**src/rtl/pwm_out.sv**
```systemverilog
// Three-state PWM generator: 512-cycle frames, leading dead time, per-frame duty
// capture with volume shift, sticky fault on an illegal input pair.
module pwm_out #(
  parameter int unsigned DEADTIME = 4
) (
  input  logic       clk,
  input  logic       reset,
  input  logic       enable,
  input  logic [8:0] pos_in,
  input  logic [8:0] neg_in,
  input  logic [2:0] vol,
  output logic       frame_strobe,
  output logic       pwm_p,
  output logic       pwm_n,
  output logic       fault
);

  typedef enum logic [1:0] {IDLE, RUN, DRAIN} state_t;

  localparam logic [9:0] DT = 10'(DEADTIME);

  state_t     state, state_nxt;
  logic [8:0] cnt, cnt_nxt;
  logic [8:0] duty_p, duty_p_nxt;
  logic [8:0] duty_n, duty_n_nxt;
  logic       fault_nxt;
  logic       pwm_p_nxt, pwm_n_nxt;
  logic       frame_end;
  logic       illegal;

  assign frame_end    = (cnt == 9'd511);
  assign illegal      = (pos_in != 9'd0) && (neg_in != 9'd0);
  assign frame_strobe = (state == RUN) && (cnt == 9'd0);

  // Position inside the high window that follows the dead time.
  function automatic logic in_window(input logic [8:0] c, input logic [8:0] duty);
    logic [9:0] cw;
    cw = {1'b0, c};
    return (cw >= DT) && ((cw - DT) < {1'b0, duty});
  endfunction

  always_comb begin
    state_nxt  = state;
    cnt_nxt    = cnt;
    duty_p_nxt = duty_p;
    duty_n_nxt = duty_n;
    fault_nxt  = fault;

    case (state)
      IDLE: begin
        cnt_nxt = 9'd0;
        if (enable) state_nxt = RUN;
      end
      RUN: begin
        cnt_nxt = cnt + 9'd1;
        if (!enable) state_nxt = frame_end ? IDLE : DRAIN;
      end
      DRAIN: begin
        cnt_nxt = cnt + 9'd1;
        if (enable)         state_nxt = RUN;
        else if (frame_end) state_nxt = IDLE;
      end
      default: begin
        state_nxt = IDLE;
        cnt_nxt   = 9'd0;
      end
    endcase

    if ((state != IDLE) && frame_end) begin
      if (illegal) begin
        duty_p_nxt = 9'd0;
        duty_n_nxt = 9'd0;
        fault_nxt  = 1'b1;
      end else begin
        duty_p_nxt = pos_in >> vol;
        duty_n_nxt = neg_in >> vol;
      end
    end

    // Leaving a frame for IDLE discards the captured duty so a restart begins dark.
    if (state_nxt == IDLE) begin
      cnt_nxt    = 9'd0;
      duty_p_nxt = 9'd0;
      duty_n_nxt = 9'd0;
    end

    pwm_p_nxt = (state_nxt != IDLE) && in_window(cnt_nxt, duty_p_nxt);
    pwm_n_nxt = (state_nxt != IDLE) && in_window(cnt_nxt, duty_n_nxt) && !pwm_p_nxt;
  end

  always_ff @(posedge clk or negedge reset) begin
    if (!reset) begin
      state  <= IDLE;
      cnt    <= 9'd0;
      duty_p <= 9'd0;
      duty_n <= 9'd0;
      fault  <= 1'b0;
      pwm_p  <= 1'b0;
      pwm_n  <= 1'b0;
    end else begin
      state  <= state_nxt;
      cnt    <= cnt_nxt;
      duty_p <= duty_p_nxt;
      duty_n <= duty_n_nxt;
      fault  <= fault_nxt;
      pwm_p  <= pwm_p_nxt;
      pwm_n  <= pwm_n_nxt;
    end
  end

endmodule

```
**config.mk**
```make
export PLATFORM = sky130hd
export DESIGN_NAME = pwm_out
export DESIGN_NICKNAME = d
export VERILOG_FILES = /design/src/rtl/pwm_out.sv
export SDC_FILE = /design/constraint.sdc
export NUM_CORES = 1
export LEC_CHECK = 0
export ABC_AREA = 1
export BUFFER_PORTS_ARGS = -buffer_cell sky130_fd_sc_hd__buf_2
export CORE_MARGIN = 2
export CORE_UTILIZATION = 53
export DETAILED_ROUTE_END_ITERATION = 7
export GPL_TIMING_DRIVEN = 0
export PLACE_DENSITY = 0.72
export SLEW_MARGIN = 10
export SYNTH_ARGS = -nofsm -noshare
export SYNTH_HDL_FRONTEND = slang
export SYNTH_SLANG_ARGS = --single-unit
```
**constraint.sdc**
```tcl
create_clock -name clk -period 9.8 [get_ports clk]
set_input_delay 0.49 -clock clk [delete_from_list [all_inputs] [get_ports clk]]
set_output_delay 0.49 -clock clk [all_outputs]
set_load 0.005 [all_outputs]
```
==> results.sh, run 1 <==
export IMPL_vias=2689
export IMPL_drtIter0Drc=165
export IMPL_leakage_nw=1.61
export IMPL_fin_crit_sh=0.388
export IMPL_cp_slowest_cell="dfrtp_1"
export IMPL_fp_dieW_um=76.5
export IMPL_post_cts_buffers=0
export IMPL_syn_to_final_growth_pct=10.6
export IMPL_grt_first_pass_wirelength_um=11700
export IMPL_cts_path_max_buffers=2
export IMPL_avgSynthCellArea_um2=6.77
export IMPL_synthTopCellsByArea="dfrtp_1, nand2_1, ha_1, inv_1, nand3_1"
export IMPL_hp_class="in2async"
export IMPL_num_antenna_cells=0
export IMPL_worstMarginPinSlew_ps=728
export IMPL_crit_cells=25
export IMPL_whs_ps=257
export IMPL_clkSinkCount=32
export IMPL_met3_usage=0.0403
export IMPL_hold_buffers=0
export IMPL_drive_gt1_frac=0.160
export IMPL_grt_pass1_vias=2595
export IMPL_powerDensity_nw_per_um2=131
export IMPL_status="complete, no violations"
export IMPL_synthArstFlopShare=1.00
export IMPL_fp_dieArea_um2=5850
export IMPL_synthFlopType="dfrtp_1"
export IMPL_required_ps=9980
export IMPL_routed_wl_um=6610
export IMPL_r2r_cells=25
export IMPL_grt_use_met2=0.407
export IMPL_end_kind="flip-flop"
export IMPL_row_count=26
export IMPL_ys_warn_count=0
export IMPL_pre_cts_slack_ps=6040
export IMPL_tns_ps=0
export IMPL_synth_cell_types=36
export IMPL_hpwl_um=5280
export IMPL_cts_tree="built"
export IMPL_r2r_start="cnt[0]$_DFF_PN0_"
export IMPL_port_buffers=25
export IMPL_clock_root_buffer="clkbuf_8"
export IMPL_hold_violations=0
export IMPL_routedWlPerCell_um=12.9
export IMPL_setup_slack_ps=6000
export IMPL_vias_per_cell=5.24
export IMPL_drc_errors=0
export IMPL_maxSlewViolCount=0
export IMPL_slew_headroom=0.515
export IMPL_die_h_um=76.5
export IMPL_grt_use_met1=0.329
export IMPL_cp_data_arrival_time_ps=3980
export IMPL_ys_seq_elements=32
export IMPL_place_congestion=0.917
export IMPL_synth_top_area_frac=0.288
export IMPL_crit_type="reg2reg"
export IMPL_fin_crit_ps=3800
export IMPL_gr_max_usage_layer="met2"
export IMPL_fmax_mhz=263
export IMPL_insertion_delay_ps=280
export IMPL_overflow=0
export IMPL_syn_instance_count=411
export IMPL_crit_top_cell="nand2_1"
export IMPL_synth_commonest_cells="nand2_1, inv_1, nand3_1"
export IMPL_critPathMaxStageDelay_ps=430
export IMPL_yosysMostFrequentCell="nand2_1"
export IMPL_r2r_end="pwm_n$_DFF_PN0_"
export IMPL_path_delay_family="simple AND/OR/NAND/NOR gates"
export IMPL_synth_area_leader_cell="dfrtp_1"
export IMPL_rrSetupSlack_ps=6000
export IMPL_drt_pass1_iterations=7
export IMPL_grt_max_degree=33
export IMPL_finClkSkew_ps=12.4
export IMPL_cts_resized=0
export IMPL_core_area_um2=5070
export IMPL_antenna_found_initial=0
export IMPL_cp_num_buf_inv=4
export IMPL_io_pins=28
export IMPL_final_nets=492
export IMPL_syn_area_um2=2780
export IMPL_yosysSeqAreaShare=0.288
export IMPL_cp_max_fo=10
export IMPL_ant_nets=0
export IMPL_maxCapViolations=0
export IMPL_worstSetupStartpointType="flip-flop"
export IMPL_peakVddDrop_v=0.0000642
export IMPL_synth_edf_count=0
export IMPL_rsz0062_at_grt="false"
export IMPL_synth_nets=460
export IMPL_num_fill_cells=512
export IMPL_start_util=0.548
export IMPL_cts_made_buffers=5
export IMPL_grt_use_total=0.244
export IMPL_setup_viol=0
export IMPL_clk_pin_slew_ps=70
export IMPL_htreeDepth=2
==> worst max path at each step <==
stage / startpoint / end / slack, ps
floorplan: cnt[0]$_DFF_PN0_ / pwm_n$_DFF_PN0_ / 6650
global placement: cnt[0]$_DFF_PN0_ / pwm_n$_DFF_PN0_ / 6130
detailed placement: cnt[0]$_DFF_PN0_ / pwm_n$_DFF_PN0_ / 6040
CTS: cnt[0]$_DFF_PN0_ / pwm_n$_DFF_PN0_ / 6000
global route: cnt[0]$_DFF_PN0_ / pwm_n$_DFF_PN0_ / 5600
finish: cnt[0]$_DFF_PN0_ / pwm_n$_DFF_PN0_ / 6000
==> routing by layer <==
layer / wire [µm] / vias to the layer above
met5: 0 / -
met4: 76 / 0
met3: 334 / 8
met2: 3090 / 84
met1: 3110 / 1216
li1: - / 1381
==> worst reg2reg max path, delay by kind of cell (launching register included) <==
family / cells / cell delay (ps)
adders and majority gates: 4 / 980
AOI/OAI and AO/OA: 1 / 300
xor gates and xnor gates: 1 / 250
buffers and inverters: 4 / 420
and+or+nand+nor: 15 / 1310
DFF: 1 / 430
==> area by class of cell <==
cell class	count	area (µm²)	share of cell area
repair buffers	25	125	0.0407
well taps	70	87.6	0.0285
clock buffers	5	68.8	0.0224
flip-flops and latches	32	801	0.260
inverters	66	248	0.0805
multi-input cells	302	1680	0.545
clock inverters	2	12.5	0.00407
plain buffers	11	58.8	0.0191
==> flip-flops by register name (all words and copies together), names as in the netlist <==
register / count
pwm_n: 1
duty_p: 9
fault: 1
duty_n: 9
state: 2
pwm_p: 1
cnt: 9
==> logic make-up after synthesis <==
group | count (synthesis) | share of synthesized area
xor+xnor | 5 | 0.0157
fa+ha+maj | 25 | 0.112
mux | 1 | 0.00360
flops | 32 | 0.288
simple gates | 219 | 0.363
buf+inv | 77 | 0.110
compound gates | 52 | 0.107
==> metrics by stage <==
stage | power (W) | std cells | util | cell area [µm²]
floorplan | 0.000263 | 411 | - | 2780
global placement | 0.000305 | 506 | 0.590 | 3000
detailed placement | 0.000309 | 506 | 0.590 | 3000
CTS | 0.000407 | 513 | 0.606 | 3080
global route | 0.000437 | 513 | 0.606 | 3080
finish | 0.000403 | 513 | 0.606 | 3080
==> cells in the final DEF (no fill, tap or decap), drive strengths merged, types with 2 or more instances in the layout <==
cell type | synthesis | layout
ha | 25 | 25
nor3 | 4 | 4
nand4 | 8 | 8
o21ai | 13 | 13
inv | 65 | 65
o311ai | 2 | 2
clkinv | 1 | 2
nor2 | 37 | 37
xor2 | 4 | 4
buf | 8 | 33
o2bb2ai | 2 | 2
dfrtp | 32 | 32
o211ai | 3 | 3
nand2 | 121 | 121
o21bai | 4 | 4
a21oi | 26 | 26
nand3b | 3 | 3
nand3 | 42 | 42
or2 | 2 | 2
clkbuf | 3 | 8
==> power breakdown <==
group          internal (W)  switching (W)  total [W]
clock network     0.0000481      0.0000499  0.0000980
registers          0.000138     0.00000666   0.000145
logic             0.0000489       0.000112   0.000160
Note: power is estimated with default switching activity, not from simulation.
==> inputs of run 2 (changes only) <==
Settings changed: ABC_AREA 1 to 0, PLACE_DENSITY 0.72 to 0.74.
Clock period 9.8 ns to 3.2 ns, I/O delays scaled along.
==> run 2 against run 1 <==
The run now ends with negative setup slack left. Clock skew down 11 ps. First-iteration DRC count down 19%. Synthesized cell count down 23%. Worst setup slack worse by 6600 ps. Worst hold slack worse by 4.4 ps. Register-to-register slack worse by 6600 ps. Non-clock buffer count up 18. Synthesized area up 4.0%. Clock-buffer cell count up 3. Cell area up 11%. Sequential share of layout area down 2.7 points. Critical endpoint unchanged. Largest cell class unchanged. Largest power group unchanged.
==> results.sh, run 2 <==
export IMPL_status="complete, but fails checks"
export IMPL_violations="negative setup slack"
export IMPL_path_cells="ha_4, and3_4, nand3_4, nor2_4, ha_4, or3_1, o32a_1, a21boi_4, nand2b_4, ha_4, mux2i_2, o22ai_2, ha_1, o21a_1, o211ai_1, a21o_1, o2111a_1, a211oi_2"
export IMPL_drive_gt1_frac=0.253
export IMPL_fin_crit_sh=1.18
export IMPL_synth_area_leader_cell="dfrtp_1"
export IMPL_post_dp_cell_area_um2=3140
export IMPL_synthTopCellsByArea="dfrtp_1, ha_1, mux2i_1, nor2_1, mux4_2"
export IMPL_yosysMostFrequentCell="dfrtp_1"
export IMPL_worstSetupStartpointType="flip-flop"
export IMPL_syn_to_final_growth_pct=18.5
export IMPL_end_kind="flip-flop"
export IMPL_drc_errors=0
export IMPL_post_route_util=0.663
export IMPL_yosysSeqAreaShare=0.277
export IMPL_leakage_nw=1.51
export IMPL_hp_class="in2reg"
export IMPL_grt_first_pass_wirelength_um=12200
export IMPL_synthFlopType="dfrtp_1"
export IMPL_crit_top_cell="ha_4"
export IMPL_vias_per_cell=6.11
export IMPL_critPathMaxStageDelay_ps=410
export IMPL_cp_data_arrival_time_ps=3940
export IMPL_overflow=0
export IMPL_grt_pass1_vias=2591
export IMPL_ant_nets=0
export IMPL_routed_wl_um=7330
export IMPL_vias=2629
export IMPL_antenna_found_initial=0
export IMPL_hold_end="duty_p[8]$_DFF_PN0_"
export IMPL_power_switching_w=0.000589
export IMPL_r2r_start="cnt[1]$_DFF_PN0_"
export IMPL_place_congestion=0.890
export IMPL_routedWlPerCell_um=17.1
export IMPL_avgSynthCellArea_um2=9.10
export IMPL_finClkSkew_ps=1.71
export IMPL_grt_max_degree=33
export IMPL_ys_seq_elements=32
export IMPL_synth_nets=367
export IMPL_clock_root_buffer="clkbuf_8"
export IMPL_syn_instance_count=318
export IMPL_r2r_cells=18
export IMPL_synth_edf_count=0
export IMPL_p_comb_frac=0.456
export IMPL_peakVddDrop_v=0.000327
export IMPL_drt_pass1_iterations=4
export IMPL_clkPwrFrac=0.229
export IMPL_hold_violations=0
export IMPL_rrSetupSlack_ps=-590
export IMPL_final_cell_mix="buf_2, dfrtp_1, nor2_1"
export IMPL_core_area_um2=5170
export IMPL_clkSinkCount=32
export IMPL_io_pins=28
export IMPL_slew_headroom=0.512
export IMPL_htreeDepth=2
export IMPL_p_seq_frac=0.315
export IMPL_cts_path_max_buffers=2
export IMPL_stdcell_area_um2=3430
export IMPL_insertion_delay_ps=280
export IMPL_die_h_um=77.9
export IMPL_fp_dieW_um=77.9
export IMPL_ys_warn_count=0
export IMPL_cts_made_buffers=5
export IMPL_cp_max_fo=3
export IMPL_clk_pin_slew_ps=70
export IMPL_synth_cell_types=61
export IMPL_required_ps=3360
export IMPL_reg_top3="cnt (9), duty_n (9), duty_p (9)"
export IMPL_setup_viol=2
export IMPL_sw_frac_of_total=0.416
export IMPL_cp_slowest_cell="dfrtp_1"
export IMPL_whs_ps=252
export IMPL_synth_commonest_cells="dfrtp_1, nor2_1, ha_1"
export IMPL_port_buffers=25
export IMPL_fp_dieArea_um2=6070
export IMPL_setup_slack_ps=-588
export IMPL_fin_crit_ps=3790
export IMPL_cts_tree="built"
export IMPL_synthArstFlopShare=1.00
export IMPL_crit_type="reg2reg"
export IMPL_hpwl_um=5320
export IMPL_r2r_end="pwm_n$_DFF_PN0_"
export IMPL_worstMarginPinSlew_ps=732
export IMPL_num_antenna_cells=0
export IMPL_syn_area_um2=2890
export IMPL_maxSlewViolCount=0
export IMPL_synth_top_area_frac=0.277
export IMPL_fmax_mhz=264
export IMPL_whs_path_depth=3
export IMPL_row_count=26
export IMPL_final_common_cell="buf_2"
export IMPL_powerDensity_nw_per_um2=413
export IMPL_dpl_cell_count=413
export IMPL_final_nets=408
export IMPL_grt_use_total=0.251
export IMPL_maxCapViolations=0
export IMPL_internal_power_w=0.000826
export IMPL_min_delay_start="pos_in[8]"
export IMPL_finalNonFillerCells=430
export IMPL_drtIter0Drc=134
export IMPL_start_util=0.559
export IMPL_rsz0062_at_grt="true"
export IMPL_num_fill_cells=419
## run 2: cell count changes in the layout (fill, tap and decap cells not counted), sizes merged, moves of 7 or more
cell / delta
a21oi: -8
mux2i: +19
buf: +16
nand3: -37
a22oi: +8
and2: +10
inv: -54
nand2: -99
or2: +7
## run 2: worst max-delay path: cells and delay by family, from the launching register on
family,cells,cell delay [ps]
flip-flops,1,410
multiplexers,1,180
adder cells (fa/ha/maj),4,850
AND/OR/NAND/NOR,5,760
AO/OA/AOI/OAI,8,1450
## run 2: metrics by stage
| stage | setup TNS [ps] | setup slack [ps] | power (W) |
|---|---|---|---|
| after global routing | -1370 | -691 | 0.00150 |
| final | -1120 | -588 | 0.00142 |
| after floorplan | -1070 | -551 | 0.000841 |
| after global placement | -2000 | -1020 | 0.000981 |
| after CTS | -962 | -483 | 0.00139 |
| after detailed placement | -2040 | -1050 | 0.00100 |
## run 2: logic make-up after synthesis
family                     count (synthesis)  share of synthesized area
AOI/OAI and AO/OA                         77                      0.191
xor gates and xnor gates                   9                     0.0272
adders and majority gates                 25                      0.108
buffers and inverters                     31                     0.0554
DFF                                       32                      0.277
muxes                                     31                      0.141
and+or+nand+nor                          113                      0.201
## run 2: power by group through the flow
stage / Clock [W] / Sequential (W) / Combinational [W]
floorplan: 0 / 0.000445 / 0.000396
global placement: 0 / 0.000447 / 0.000534
detailed placement: 0 / 0.000450 / 0.000553
CTS: 0.000323 / 0.000446 / 0.000619
global route: 0.000342 / 0.000449 / 0.000706
finish: 0.000324 / 0.000446 / 0.000645
## run 2: how the worst max path moves through the flow
stage                                start         endpoint  slack, ps
after CTS                 cnt[0]$_DFF_PN0_  pwm_p$_DFF_PN0_       -480
after detailed placement  cnt[1]$_DFF_PN0_  pwm_n$_DFF_PN0_      -1050
after floorplan           cnt[1]$_DFF_PN0_  pwm_n$_DFF_PN0_       -550
after global placement    cnt[1]$_DFF_PN0_  pwm_n$_DFF_PN0_      -1020
after global routing      cnt[1]$_DFF_PN0_  pwm_n$_DFF_PN0_       -690
final                     cnt[1]$_DFF_PN0_  pwm_n$_DFF_PN0_       -590
## run 2: timing repair
action / CTS / global route
pin swaps: 13 / 15
resized for setup: 16 / 9
hold buffers: 1 / 0
buffers inserted: 9 / 2
hold endpoints to repair: 32 / 0
endpoints found under the setup margin: 2 / 2
## run 2: area by class of cell
class,count,area (µm²),area share
plain buffers,17,106,0.0310
clock buffers,8,90.1,0.0263
inverters,11,43.8,0.0128
multi-input cells,255,2080,0.607
flip-flops and latches,32,801,0.234
well taps,70,87.6,0.0256
repair buffers,37,218,0.0635
## run 2: layer usage
layer  wire length, µm  part of all wire  vias to the layer above  global-route usage
met4                85             0.012                        0              0.0429
li1                  -                 -                     1245                   -
met2              3470              0.47                       75               0.410
met5                 0                 0                        -                   0
met1              3410              0.46                     1297               0.352
met3               367             0.050                       12              0.0430
